`config.mk`:
```
export PLATFORM = sky130hd
export DESIGN_NAME = matmul_tile_sequencer
export DESIGN_NICKNAME = d
export VERILOG_FILES = /design/src/rtl/matmul_tile_sequencer_pkg.sv /design/src/rtl/matmul_tile_sequencer_addr_gen.sv /design/src/rtl/matmul_tile_sequencer.sv
export SDC_FILE = /design/constraint.sdc
export NUM_CORES = 1
export LEC_CHECK = 0
export ABC_AREA = 1
export BUFFER_PORTS_ARGS = -buffer_cell sky130_fd_sc_hd__buf_2
export CORE_MARGIN = 2
export CORE_UTILIZATION = 38
export DETAILED_ROUTE_END_ITERATION = 8
export GPL_ROUTABILITY_DRIVEN = 1
export PLACE_DENSITY = 0.54
export SYNTH_ARGS = -nofsm -noshare
export SYNTH_HDL_FRONTEND = slang
export SYNTH_SLANG_ARGS = --single-unit
```
`constraint.sdc`:
```
create_clock -name clk -period 3.2 [get_ports clk]
set_input_delay 0.48 -clock clk [delete_from_list [all_inputs] [get_ports clk]]
set_output_delay 0.48 -clock clk [all_outputs]
set_load 0.03 [all_outputs]
```
`src/rtl/matmul_tile_sequencer_pkg.sv`:
```
// Shared definitions for the matmul tile sequencer.
//   - Tile geometry (edge, tile-index width, maximum tiles per dimension)
//   - Sequencer state encoding and error codes
//   - mask_from_count: validity mask with the low 'count' bits set, saturating at
//     a full tile. The host driver model builds its masks with the same rule.
package matmul_tile_sequencer_pkg;

    localparam int TILE_EDGE  = 8;
    localparam int TILE_SHIFT = $clog2(TILE_EDGE);
    localparam int MAX_TILES  = 16;
    localparam int TILE_IDX_W = $clog2(MAX_TILES);

    typedef enum logic [2:0] {
        ST_IDLE,
        ST_CHECK,
        ST_SETUP,
        ST_START,
        ST_WAIT_DONE,
        ST_CLEAR,
        ST_GAP,
        ST_DONE
    } seq_state_t;

    typedef enum logic [1:0] {
        ERR_OK      = 2'b00,
        ERR_BAD_CFG = 2'b01,
        ERR_TIMEOUT = 2'b10,
        ERR_ABORTED = 2'b11
    } seq_err_t;

    function automatic logic [TILE_EDGE-1:0] mask_from_count(input logic [31:0] count);
        logic [TILE_EDGE-1:0] mask;
        mask = '0;
        for (int i = 0; i < TILE_EDGE; i++) begin
            mask[i] = (32'(i) < count);
        end
        return mask;
    endfunction

endpackage

```
`src/rtl/matmul_tile_sequencer_addr_gen.sv`:
```
// matmul_tile_addr_gen: tile row/column counters and running address accumulators.
// Addresses are built incrementally (no multipliers); all sums wrap mod 2^AWIDTH.
// Ports:
//   clk, resetn        clock, synchronous active-low reset
//   clear              load base addresses, zero tile counters
//   inc_col            next tile in the same row
//   inc_row            first tile of the next row (takes priority over inc_col)
//   base_a/b/c         job base addresses
//   step_a/b/c_col/c_row  per-tile address deltas
//   tile_row/tile_col  current tile coordinates
//   addr_a/b/c         addresses of the current tile
module matmul_tile_addr_gen
    import matmul_tile_sequencer_pkg::*;
#(
    parameter int AWIDTH     = 11,
    parameter int STEP_WIDTH = 8
) (
    input  logic                  clk,
    input  logic                  resetn,
    input  logic                  clear,
    input  logic                  inc_col,
    input  logic                  inc_row,
    input  logic [AWIDTH-1:0]     base_a,
    input  logic [AWIDTH-1:0]     base_b,
    input  logic [AWIDTH-1:0]     base_c,
    input  logic [STEP_WIDTH-1:0] step_a,
    input  logic [STEP_WIDTH-1:0] step_b,
    input  logic [STEP_WIDTH-1:0] step_c_col,
    input  logic [STEP_WIDTH-1:0] step_c_row,
    output logic [TILE_IDX_W-1:0] tile_row,
    output logic [TILE_IDX_W-1:0] tile_col,
    output logic [AWIDTH-1:0]     addr_a,
    output logic [AWIDTH-1:0]     addr_b,
    output logic [AWIDTH-1:0]     addr_c
);

    logic [TILE_IDX_W-1:0] tr_q, tr_d, tc_q, tc_d;
    // acc_c_row carries base_c plus the row offset; acc_c_col only the column offset,
    // so a row change can reset the column part without touching the row part.
    logic [AWIDTH-1:0] acc_a_q, acc_a_d, acc_b_q, acc_b_d;
    logic [AWIDTH-1:0] acc_c_row_q, acc_c_row_d, acc_c_col_q, acc_c_col_d;

    always_comb begin
        tr_d        = tr_q;
        tc_d        = tc_q;
        acc_a_d     = acc_a_q;
        acc_b_d     = acc_b_q;
        acc_c_row_d = acc_c_row_q;
        acc_c_col_d = acc_c_col_q;
        if (clear) begin
            tr_d        = '0;
            tc_d        = '0;
            acc_a_d     = base_a;
            acc_b_d     = base_b;
            acc_c_row_d = base_c;
            acc_c_col_d = '0;
        end else if (inc_row) begin
            tr_d        = tr_q + 1'b1;
            tc_d        = '0;
            acc_a_d     = acc_a_q + AWIDTH'(step_a);
            acc_b_d     = base_b;
            acc_c_row_d = acc_c_row_q + AWIDTH'(step_c_row);
            acc_c_col_d = '0;
        end else if (inc_col) begin
            tc_d        = tc_q + 1'b1;
            acc_b_d     = acc_b_q + AWIDTH'(step_b);
            acc_c_col_d = acc_c_col_q + AWIDTH'(step_c_col);
        end
    end

    always_ff @(posedge clk) begin
        if (!resetn) begin
            tr_q        <= '0;
            tc_q        <= '0;
            acc_a_q     <= '0;
            acc_b_q     <= '0;
            acc_c_row_q <= '0;
            acc_c_col_q <= '0;
        end else begin
            tr_q        <= tr_d;
            tc_q        <= tc_d;
            acc_a_q     <= acc_a_d;
            acc_b_q     <= acc_b_d;
            acc_c_row_q <= acc_c_row_d;
            acc_c_col_q <= acc_c_col_d;
        end
    end

    assign tile_row = tr_q;
    assign tile_col = tc_q;
    assign addr_a   = acc_a_q;
    assign addr_b   = acc_b_q;
    assign addr_c   = acc_c_row_q + acc_c_col_q;

endmodule

```
`src/rtl/matmul_tile_sequencer.sv`:
```
// matmul_tile_sequencer: walks the 8x8 output tiles of an M x N product (shared K <= 8)
// row-major, programming one matmul wrapper per tile: addresses + masks, start, wait for
// done, clear. Sits between the host register file and the matmul wrapper.
// Ports:
//   clk, resetn                    clock, synchronous active-low reset
//   cfg_start / cfg_abort          job start pulse (IDLE only) / stop after current tile
//   cfg_m, cfg_n, cfg_k            job dimensions
//   cfg_base_*, cfg_step_*         base addresses and per-tile address deltas
//   busy, done, err, tiles_done    host status
//   mm_done                        wrapper done (level)
//   mm_start_reg, mm_clear_done    wrapper start / clear-done controls
//   mm_addr_*, mm_mask_*           per-tile addresses and validity masks
module matmul_tile_sequencer
    import matmul_tile_sequencer_pkg::*;
#(
    parameter int AWIDTH         = 11,
    parameter int MAT_MUL_SIZE   = TILE_EDGE,
    parameter int DIM_WIDTH      = 8,
    parameter int STEP_WIDTH     = 8,
    parameter int TIMEOUT_CYCLES = 1024
) (
    input  logic                    clk,
    input  logic                    resetn,
    input  logic                    cfg_start,
    input  logic                    cfg_abort,
    input  logic [DIM_WIDTH-1:0]    cfg_m,
    input  logic [DIM_WIDTH-1:0]    cfg_n,
    input  logic [DIM_WIDTH-1:0]    cfg_k,
    input  logic [AWIDTH-1:0]       cfg_base_a,
    input  logic [AWIDTH-1:0]       cfg_base_b,
    input  logic [AWIDTH-1:0]       cfg_base_c,
    input  logic [STEP_WIDTH-1:0]   cfg_step_a,
    input  logic [STEP_WIDTH-1:0]   cfg_step_b,
    input  logic [STEP_WIDTH-1:0]   cfg_step_c_col,
    input  logic [STEP_WIDTH-1:0]   cfg_step_c_row,
    output logic                    busy,
    output logic                    done,
    output logic [1:0]              err,
    output logic [7:0]              tiles_done,
    input  logic                    mm_done,
    output logic                    mm_start_reg,
    output logic                    mm_clear_done,
    output logic [AWIDTH-1:0]       mm_addr_a,
    output logic [AWIDTH-1:0]       mm_addr_b,
    output logic [AWIDTH-1:0]       mm_addr_c,
    output logic [MAT_MUL_SIZE-1:0] mm_mask_a_rows,
    output logic [MAT_MUL_SIZE-1:0] mm_mask_k,
    output logic [MAT_MUL_SIZE-1:0] mm_mask_b_cols
);

    localparam int TMR_W = $clog2(TIMEOUT_CYCLES + 1);
    localparam logic [DIM_WIDTH-1:0] MAX_K    = DIM_WIDTH'(TILE_EDGE);
    localparam logic [DIM_WIDTH-1:0] MAX_MN   = DIM_WIDTH'(MAX_TILES * TILE_EDGE);
    localparam logic [TMR_W-1:0]     TMR_LAST = TMR_W'(TIMEOUT_CYCLES - 1);

    seq_state_t state_q, state_d;
    seq_err_t   err_q, err_d;

    logic [DIM_WIDTH-1:0]    m_q, m_d, n_q, n_d, k_q, k_d;
    logic [AWIDTH-1:0]       base_a_q, base_a_d, base_b_q, base_b_d, base_c_q, base_c_d;
    logic [STEP_WIDTH-1:0]   step_a_q, step_a_d, step_b_q, step_b_d;
    logic [STEP_WIDTH-1:0]   step_cc_q, step_cc_d, step_cr_q, step_cr_d;
    logic [TILE_IDX_W-1:0]   last_tr_q, last_tr_d, last_tc_q, last_tc_d;
    logic                    abort_q, abort_d;
    logic [7:0]              tiles_done_q, tiles_done_d;
    logic [TMR_W-1:0]        timer_q, timer_d;
    logic                    busy_q, busy_d, done_q, done_d;
    logic                    start_q, start_d, clear_q, clear_d;
    logic [AWIDTH-1:0]       addr_a_q, addr_a_d, addr_b_q, addr_b_d, addr_c_q, addr_c_d;
    logic [MAT_MUL_SIZE-1:0] mask_a_q, mask_a_d, mask_k_q, mask_k_d, mask_b_q, mask_b_d;

    logic                    ag_clear, ag_inc_col, ag_inc_row;
    logic [TILE_IDX_W-1:0]   ag_tile_row, ag_tile_col;
    logic [AWIDTH-1:0]       ag_addr_a, ag_addr_b, ag_addr_c;
    logic [DIM_WIDTH-1:0]    rows_left, cols_left;
    logic                    cfg_bad;

    matmul_tile_addr_gen #(
        .AWIDTH     (AWIDTH),
        .STEP_WIDTH (STEP_WIDTH)
    ) u_addr_gen (
        .clk        (clk),
        .resetn     (resetn),
        .clear      (ag_clear),
        .inc_col    (ag_inc_col),
        .inc_row    (ag_inc_row),
        .base_a     (base_a_q),
        .base_b     (base_b_q),
        .base_c     (base_c_q),
        .step_a     (step_a_q),
        .step_b     (step_b_q),
        .step_c_col (step_cc_q),
        .step_c_row (step_cr_q),
        .tile_row   (ag_tile_row),
        .tile_col   (ag_tile_col),
        .addr_a     (ag_addr_a),
        .addr_b     (ag_addr_b),
        .addr_c     (ag_addr_c)
    );

    always_comb begin
        state_d      = state_q;
        err_d        = err_q;
        m_d          = m_q;
        n_d          = n_q;
        k_d          = k_q;
        base_a_d     = base_a_q;
        base_b_d     = base_b_q;
        base_c_d     = base_c_q;
        step_a_d     = step_a_q;
        step_b_d     = step_b_q;
        step_cc_d    = step_cc_q;
        step_cr_d    = step_cr_q;
        last_tr_d    = last_tr_q;
        last_tc_d    = last_tc_q;
        abort_d      = abort_q;
        tiles_done_d = tiles_done_q;
        timer_d      = timer_q;
        addr_a_d     = addr_a_q;
        addr_b_d     = addr_b_q;
        addr_c_d     = addr_c_q;
        mask_a_d     = mask_a_q;
        mask_k_d     = mask_k_q;
        mask_b_d     = mask_b_q;
        ag_clear     = 1'b0;
        ag_inc_col   = 1'b0;
        ag_inc_row   = 1'b0;

        // Elements of the current tile still inside the matrix (never negative for a valid job).
        rows_left = m_q - (DIM_WIDTH'(ag_tile_row) << TILE_SHIFT);
        cols_left = n_q - (DIM_WIDTH'(ag_tile_col) << TILE_SHIFT);
        cfg_bad   = (m_q == '0) || (n_q == '0) || (k_q == '0) ||
                    (k_q > MAX_K) || (m_q > MAX_MN) || (n_q > MAX_MN);

        // Sticky abort; a request in IDLE (even alongside cfg_start) is discarded.
        if (state_q != ST_IDLE && cfg_abort) begin
            abort_d = 1'b1;
        end

        case (state_q)
            ST_IDLE: begin
                if (cfg_start) begin
                    m_d          = cfg_m;
                    n_d          = cfg_n;
                    k_d          = cfg_k;
                    base_a_d     = cfg_base_a;
                    base_b_d     = cfg_base_b;
                    base_c_d     = cfg_base_c;
                    step_a_d     = cfg_step_a;
                    step_b_d     = cfg_step_b;
                    step_cc_d    = cfg_step_c_col;
                    step_cr_d    = cfg_step_c_row;
                    abort_d      = 1'b0;
                    err_d        = ERR_OK;
                    tiles_done_d = '0;
                    state_d      = ST_CHECK;
                end
            end
            ST_CHECK: begin
                if (cfg_bad) begin
                    err_d   = ERR_BAD_CFG;
                    state_d = ST_DONE;
                end else begin
                    // Index of the last tile = ceil(dim/8) - 1 = (dim-1) >> 3.
                    last_tr_d = TILE_IDX_W'((m_q - 1'b1) >> TILE_SHIFT);
                    last_tc_d = TILE_IDX_W'((n_q - 1'b1) >> TILE_SHIFT);
                    mask_k_d  = mask_from_count(32'(k_q));
                    ag_clear  = 1'b1;
                    state_d   = ST_SETUP;
                end
            end
            ST_SETUP: begin
                addr_a_d = ag_addr_a;
                addr_b_d = ag_addr_b;
                addr_c_d = ag_addr_c;
                mask_a_d = mask_from_count(32'(rows_left));
                mask_b_d = mask_from_count(32'(cols_left));
                state_d  = ST_START;
            end
            ST_START: begin
                timer_d = '0;
                state_d = ST_WAIT_DONE;
            end
            ST_WAIT_DONE: begin
                if (mm_done) begin
                    tiles_done_d = tiles_done_q + 8'd1;
                    state_d      = ST_CLEAR;
                end else if (timer_q == TMR_LAST) begin
                    err_d   = ERR_TIMEOUT;
                    state_d = ST_CLEAR;
                end else begin
                    timer_d = timer_q + 1'b1;
                end
            end
            ST_CLEAR: begin
                state_d = ST_GAP;
            end
            ST_GAP: begin
                if (err_q != ERR_OK || abort_q || cfg_abort) begin
                    if (err_q == ERR_OK) begin
                        err_d = ERR_ABORTED;
                    end
                    state_d = ST_DONE;
                end else if (ag_tile_row == last_tr_q && ag_tile_col == last_tc_q) begin
                    state_d = ST_DONE;
                end else begin
                    if (ag_tile_col == last_tc_q) begin
                        ag_inc_row = 1'b1;
                    end else begin
                        ag_inc_col = 1'b1;
                    end
                    state_d = ST_SETUP;
                end
            end
            ST_DONE: begin
                state_d = ST_IDLE;
            end
            default: begin
                state_d = ST_IDLE;
            end
        endcase

        // Status/control outputs are registered decodes of the next state. Start is high
        // only in WAIT_DONE and clear only in CLEAR, so they can never overlap.
        busy_d  = (state_d != ST_IDLE) && (state_d != ST_DONE);
        done_d  = (state_d == ST_DONE);
        start_d = (state_d == ST_WAIT_DONE);
        clear_d = (state_d == ST_CLEAR);
    end

    always_ff @(posedge clk) begin
        if (!resetn) begin
            state_q      <= ST_IDLE;
            err_q        <= ERR_OK;
            m_q          <= '0;
            n_q          <= '0;
            k_q          <= '0;
            base_a_q     <= '0;
            base_b_q     <= '0;
            base_c_q     <= '0;
            step_a_q     <= '0;
            step_b_q     <= '0;
            step_cc_q    <= '0;
            step_cr_q    <= '0;
            last_tr_q    <= '0;
            last_tc_q    <= '0;
            abort_q      <= 1'b0;
            tiles_done_q <= '0;
            timer_q      <= '0;
            busy_q       <= 1'b0;
            done_q       <= 1'b0;
            start_q      <= 1'b0;
            clear_q      <= 1'b0;
            addr_a_q     <= '0;
            addr_b_q     <= '0;
            addr_c_q     <= '0;
            mask_a_q     <= '0;
            mask_k_q     <= '0;
            mask_b_q     <= '0;
        end else begin
            state_q      <= state_d;
            err_q        <= err_d;
            m_q          <= m_d;
            n_q          <= n_d;
            k_q          <= k_d;
            base_a_q     <= base_a_d;
            base_b_q     <= base_b_d;
            base_c_q     <= base_c_d;
            step_a_q     <= step_a_d;
            step_b_q     <= step_b_d;
            step_cc_q    <= step_cc_d;
            step_cr_q    <= step_cr_d;
            last_tr_q    <= last_tr_d;
            last_tc_q    <= last_tc_d;
            abort_q      <= abort_d;
            tiles_done_q <= tiles_done_d;
            timer_q      <= timer_d;
            busy_q       <= busy_d;
            done_q       <= done_d;
            start_q      <= start_d;
            clear_q      <= clear_d;
            addr_a_q     <= addr_a_d;
            addr_b_q     <= addr_b_d;
            addr_c_q     <= addr_c_d;
            mask_a_q     <= mask_a_d;
            mask_k_q     <= mask_k_d;
            mask_b_q     <= mask_b_d;
        end
    end

    assign busy           = busy_q;
    assign done           = done_q;
    assign err            = err_q;
    assign tiles_done     = tiles_done_q;
    assign mm_start_reg   = start_q;
    assign mm_clear_done  = clear_q;
    assign mm_addr_a      = addr_a_q;
    assign mm_addr_b      = addr_b_q;
    assign mm_addr_c      = addr_c_q;
    assign mm_mask_a_rows = mask_a_q;
    assign mm_mask_k      = mask_k_q;
    assign mm_mask_b_cols = mask_b_q;

endmodule

```
; Yosys cells after proc, flatten, opt, wreduce, memory -nomap -nowiden
; Cells that the tools add are included.
[classes]
add_sub_neg = 13
magnitude_cmp = 27
n_eq_ne = 22
muxes = 40
bitwise = 2
n_reduce_logical = 30
[ops]
columns = op, n
row1 = 11-bit 2-to-1 mux, 9
row2 = 3-bit by 8-bit < comparator with 1-bit output (first input constant), 12
row3 = 1-bit by 8-bit < comparator with 1-bit output (first input constant), 6
row4 = 2-bit by 8-bit < comparator with 1-bit output (first input constant), 6
row5 = 11-bit by 8-bit adder with 11-bit output, 4
row6 = 8-bit zero test, 3
row7 = 3-bit case mux with 8 select lines, 1
row8 = 11-bit case mux with 2 select lines, 1
row9 = 3-bit equality test (second input constant), 7
row10 = 3-bit 2-to-1 mux, 6
row11 = 8-bit > comparator (second input constant), 2
row12 = 8-bit 2-to-1 mux, 2
row13 = 2-bit != test (second input constant), 8
row14 = 8-bit case mux with 2 select lines, 1
row15 = 8-bit by 7-bit subtractor with 8-bit output, 2
row16 = 7-bit by 1-bit subtractor with 7-bit output (second input constant), 2
row17 = 1-bit 2-to-1 mux, 13
row18 = 2-bit 2-to-1 mux, 6
row19 = 11-bit by 1-bit adder with 11-bit output (second input constant), 1
row20 = 11-bit adder, 1
row21 = 11-bit by 10-bit equality test with 1-bit output (second input constant), 1
row22 = 3-bit nonzero test, 3
row23 = 4-bit by 1-bit adder with 4-bit output (second input constant), 2
row24 = 8-bit by 1-bit adder with 8-bit output (second input constant), 1
row25 = other kinds (18), 34
[word_totals]
ff_bits = 235
elab_cells = 167

; Longest topological paths before layout
[logic_depth]
word_depth = 10
ltp_mapped = 14
ltp_nobuf = 14

; Modules after synthesis
; Synthesis repeated with hierarchy kept, for this count alone.
[hier_totals]
hier_cells = 1680
hier_area_um2 = 11900.2
[modules_own_cells]
columns = mod, instances, cells_per_inst, area_per_inst_um2, seq_area_each_um2
row1 = matmul_tile_sequencer, 1, 1024, 7538.5, 3663.5
row2 = matmul_tile_addr_gen, 1, 656, 4361.7, 1041.0

; Least setup slack after synthesis
; Ideal clock, no wire load.
[synth_path]
path_type = register to register
start = register n_q[3]
end = register mask_b_q[2], in the netlist mm_mask_b_cols[2]
setup_ps = 115
arrival_ps = 1823
t_required_ps = 3085
slack_ps = 1262
stages_incl_launch_ff = 11
n_path_buf = 0
period_less_slack_ps = 1938
cell_sequence = dfxtp_1 inv_1 ha_1 fa_1 o21ai_0 or2_2 nand4_1 nor2_1 nand3_1 o21ai_0 inv_1
[synth_via]
elab_chain_len = 2
[synth_rtl]
columns = element, line
row1 = from (decl), matmul_tile_sequencer.sv:59  ; logic [DIM_WIDTH-1:0] m_q, m_d, n_q, n_d, k_q, k_d;
row2 = from (signal assigned), matmul_tile_sequencer.sv:264  ; n_q <= n_d;
row3 = 8-bit by 7-bit subtractor with 8-bit output, matmul_tile_sequencer.sv:131  ; cols_left = n_q - (DIM_WIDTH'(ag_tile_col) << TILE_SHIFT);
row4 = 2-bit by 8-bit < comparator with 1-bit output, matmul_tile_sequencer_pkg.sv:35  ; mask[i] = (32'(i) < count);
row5 = to (signal assigned), matmul_tile_sequencer.sv:287  ; mask_b_q <= mask_b_d;
row6 = to (decl), matmul_tile_sequencer.sv:70  ; logic [MAT_MUL_SIZE-1:0] mask_a_q, mask_a_d, mask_k_q, mask_k_d, mask_b_q, mask_b_d;
; Every way passes these cells.
; A chain may end at the register's enable or synchronous reset.

; Final worst setup path
[layout_path]
start = register state_q[2]
end = register u_addr_gen.tc_q[2], in the netlist u_addr_gen.tile_col[2]
[layout_via]
elab_chain_len = 3
word_cells_on_any_way = 6
[layout_rtl]
columns = element, line
row1 = from (decl), matmul_tile_sequencer.sv:56  ; seq_state_t state_q, state_d;
row2 = from (signal assigned), matmul_tile_sequencer.sv:261  ; state_q <= state_d;
row3 = 3-bit by 1-bit equality test with 1-bit output / 3-bit equality test (equally long branches), matmul_tile_sequencer.sv:140  ; case (state_q)
row4 = 1-bit 2-to-1 mux, matmul_tile_sequencer.sv:140
row5 = 3-bit OR reduction (no source line), n/a
row6 = to (signal assigned), matmul_tile_sequencer_addr_gen.sv:81  ; tc_q <= tc_d;
row7 = to (decl), matmul_tile_sequencer_addr_gen.sv:37  ; logic [TILE_IDX_W-1:0] tr_q, tr_d, tc_q, tc_d;
; Several ways; a longest one is shown, not always the timed one.

==> impl_metrics.env <==
export IMPL_hold_ws_ns=0.198
export IMPL_post_place_ws_ns=0.709
export IMPL_drt_initial_drc_count=656
export IMPL_synth_fp_nets=1723
export IMPL_cts_tree="yes"
export IMPL_gp_congestion=0.869
export IMPL_final_setup_tns_ns=0
export IMPL_required_ns=3.62
export IMPL_final_common_cell="nand2_1"
export IMPL_powerDensity_nw_per_um2=740
export IMPL_min_period_over_period_pct=77.1
export IMPL_setup_viol=0
export IMPL_start_util_pct=38.3
export IMPL_drcViolationCount=0
export IMPL_synth_top_cell_area_share_pct=40.3
export IMPL_min_from="cfg_m[6]"
export IMPL_synthesis_area_um2=11700
export IMPL_critPathBufInv=3
export IMPL_p_leak_nw=6.24
export IMPL_worstHoldEndpoint="m_q[6]"
export IMPL_ys_async_sr_fraction_pct=0
export IMPL_r2r_end="u_addr_gen.tile_col[2]"
export IMPL_synth_edf_count=0
export IMPL_cp_top_family="simple AND/OR/NAND/NOR gates"
export IMPL_skew_ns=0.0281
export IMPL_nets=1865
export IMPL_synth_top_cell_by_area="dfxtp_1"
export IMPL_post_cts_resized=0
export IMPL_antenna_left=0
export IMPL_area_growth_pct=17.8
export IMPL_htreeDepth=1
export IMPL_cts_root_buf="clkbuf_16"
export IMPL_fmax_ghz=0.406
export IMPL_fin_ws_ns=0.734
export IMPL_clockBufferDepth=3
export IMPL_ys_warn_count=0
export IMPL_first_global_vias=10057
export IMPL_final_cell_mix="nand2_1 (259), dfxtp_1 (235), a21oi_1 (195)"
export IMPL_die_area_um2=32100
export IMPL_std_cell_rows=64
export IMPL_slowest_stage="dfxtp_1"
export IMPL_grt_first_pass_wirelength_um=51800
export IMPL_coreArea_um2=30400
export IMPL_ys_seq_area_share_pct=40.3
export IMPL_crit_fanout=17
export IMPL_grtUsageTotal_pct=20.3
export IMPL_numPortBuffers=164
export IMPL_rsz0062_at_grt="no"
export IMPL_power_mw=10.2
export IMPL_die_h_um=179
export IMPL_clk_latency_ns=0.55
export IMPL_crit_chain="nand2_1, inv_2, nand2_1, inv_1, nand3_2, nand2_8, nor2_8, inv_2, nor3b_1"
export IMPL_io_pins=165
export IMPL_fill_cells=3104
export IMPL_syn_inst=1564
export IMPL_die_w_um=179
export IMPL_synthTopCellsByArea="dfxtp_1 (40%), a21oi_1 (8.4%), nand2_1 (8.3%)"
export IMPL_ir_worst_vdd_mv=0.459
export IMPL_maxSlewViolCount=0
export IMPL_r2r_slack_ns=0.73
export IMPL_drt_total_wl_um=32800
export IMPL_cts_sinks=235
export IMPL_drv_cap=0
export IMPL_path_clk_slew_ns=0.06
export IMPL_cts_hold_buffers_added=0
export IMPL_arrival_ns=2.88
export IMPL_viasPerCell=5.01
export IMPL_hold_viol=0
export IMPL_period_needed_ns=2.47
export IMPL_hpwl_um=23800
export IMPL_hold_depth=3
export IMPL_path_class="flip-flop to flip-flop"
export IMPL_diodes=0
export IMPL_ys_dominant_reg_cell="dfxtp_1"
export IMPL_drive_above_1_share_pct=16.3
export IMPL_grt_max_degree=131
export IMPL_synth_cell_types=50
export IMPL_reg2regPathDepth=9
export IMPL_worstMarginPinSlew_ns=0.670
export IMPL_avgSynthCellArea_um2=7.46
export IMPL_ys_seq_elements=235
export IMPL_slew_headroom_pct=55.4
export IMPL_post_cts_buffers=0
export IMPL_crit_path_end_kind="flip-flop"
export IMPL_vias=10634
export IMPL_antenna_found_initial=0
export IMPL_wl_per_cell_um=15.4
export IMPL_hp_class="input port to flip-flop"
export IMPL_cp_start_kind="flip-flop"
export IMPL_r2r_start="state_q[2]"
export IMPL_grt_overflow=0
export IMPL_slowest_delay_ns=0.60
export IMPL_status="complete, no violations"
export IMPL_firstDrtPassIters=5
export IMPL_cts_made_buffers=28
==> worst max path at each step <==
stage | start | end | slack [ns] | cells past startpoint
finish | state_q[2] | u_addr_gen.tile_col[2] | 0.73 | 9
detailed placement | cfg_abort | u_addr_gen.tile_col[2] | 0.71 | 9
floorplan | n_q[3] | mm_mask_b_cols[2] | 1.26 | 10
CTS | state_q[2] | u_addr_gen.tile_col[2] | 0.75 | 9
global placement | cfg_abort | u_addr_gen.acc_c_row_q[8] | 0.77 | 11
global route | state_q[2] | u_addr_gen.addr_a[10] | 0.53 | 9
==> power breakdown <==
| part | leakage (nW) | switching, mW | internal, mW |
|---|---|---|---|
| clock | 0.459 | 1.27 | 1.96 |
| sequential | 1.91 | 0.329 | 3.45 |
| combinational | 3.87 | 2.21 | 0.961 |
| total | 6.24 | 3.81 | 6.37 |
==> area by class of cell <==
class / count / area, um2 / share of cell area, %
Multi-Input combinational cell: 1097 / 6040 / 44.0
Sequential cell: 235 / 4700 / 34.2
Timing Repair Buffer: 179 / 946 / 6.88
Clock buffer: 39 / 792 / 5.76
Inverter: 165 / 623 / 4.53
Tap cell: 396 / 495 / 3.60
Clock inverter: 10 / 145 / 1.06
==> cells by family after synthesis <==
group	count (synthesis)	synth area share, %
buffers and inverters	232	7.99
adders and majority gates	65	7.42
DFF	235	40.3
AOI/OAI and AO/OA	412	19.6
and+or+nand+nor	578	21.5
xor gates and xnor gates	42	3.15
==> tightest hold or removal path, stage by stage <==
cell     delay [ns]
buf_2          0.10
nand3_1        0.07
a21oi_1        0.06
==> synth_stat cells (6+ instances only) <==
cell type  number
a21o_1          8
nor2_1        166
inv_2          11
dfxtp_1       235
xor2_1         19
a22oi_1         6
ha_1           58
o21ai_1         7
a21oi_1       195
xnor2_1        23
fa_1            7
a31oi_1        11
buf_1           8
nand4_1        16
o211ai_1        9
o21ai_0       136
nor3_1         17
nand3_1        87
clkbuf_1       46
inv_1         152
nand2_1       259
a21oi_2         9
==> layer usage <==
layer  GRT usage, %  wire [um]
met1           27.1      15200
met5              0          0
met2           33.6      14900
met4           7.22       1160
met3           2.54       1480
==> through the flow <==
stage	utilization, %	instance area, um2	instances
after floorplan	-	11700	1564
after global placement	42.1	12800	2072
after detailed placement	42.1	12800	2072
after CTS	45.2	13800	2121
after global routing	45.2	13800	2121
final	45.2	13800	2121
Note: power is estimated with default switching activity, not from simulation.
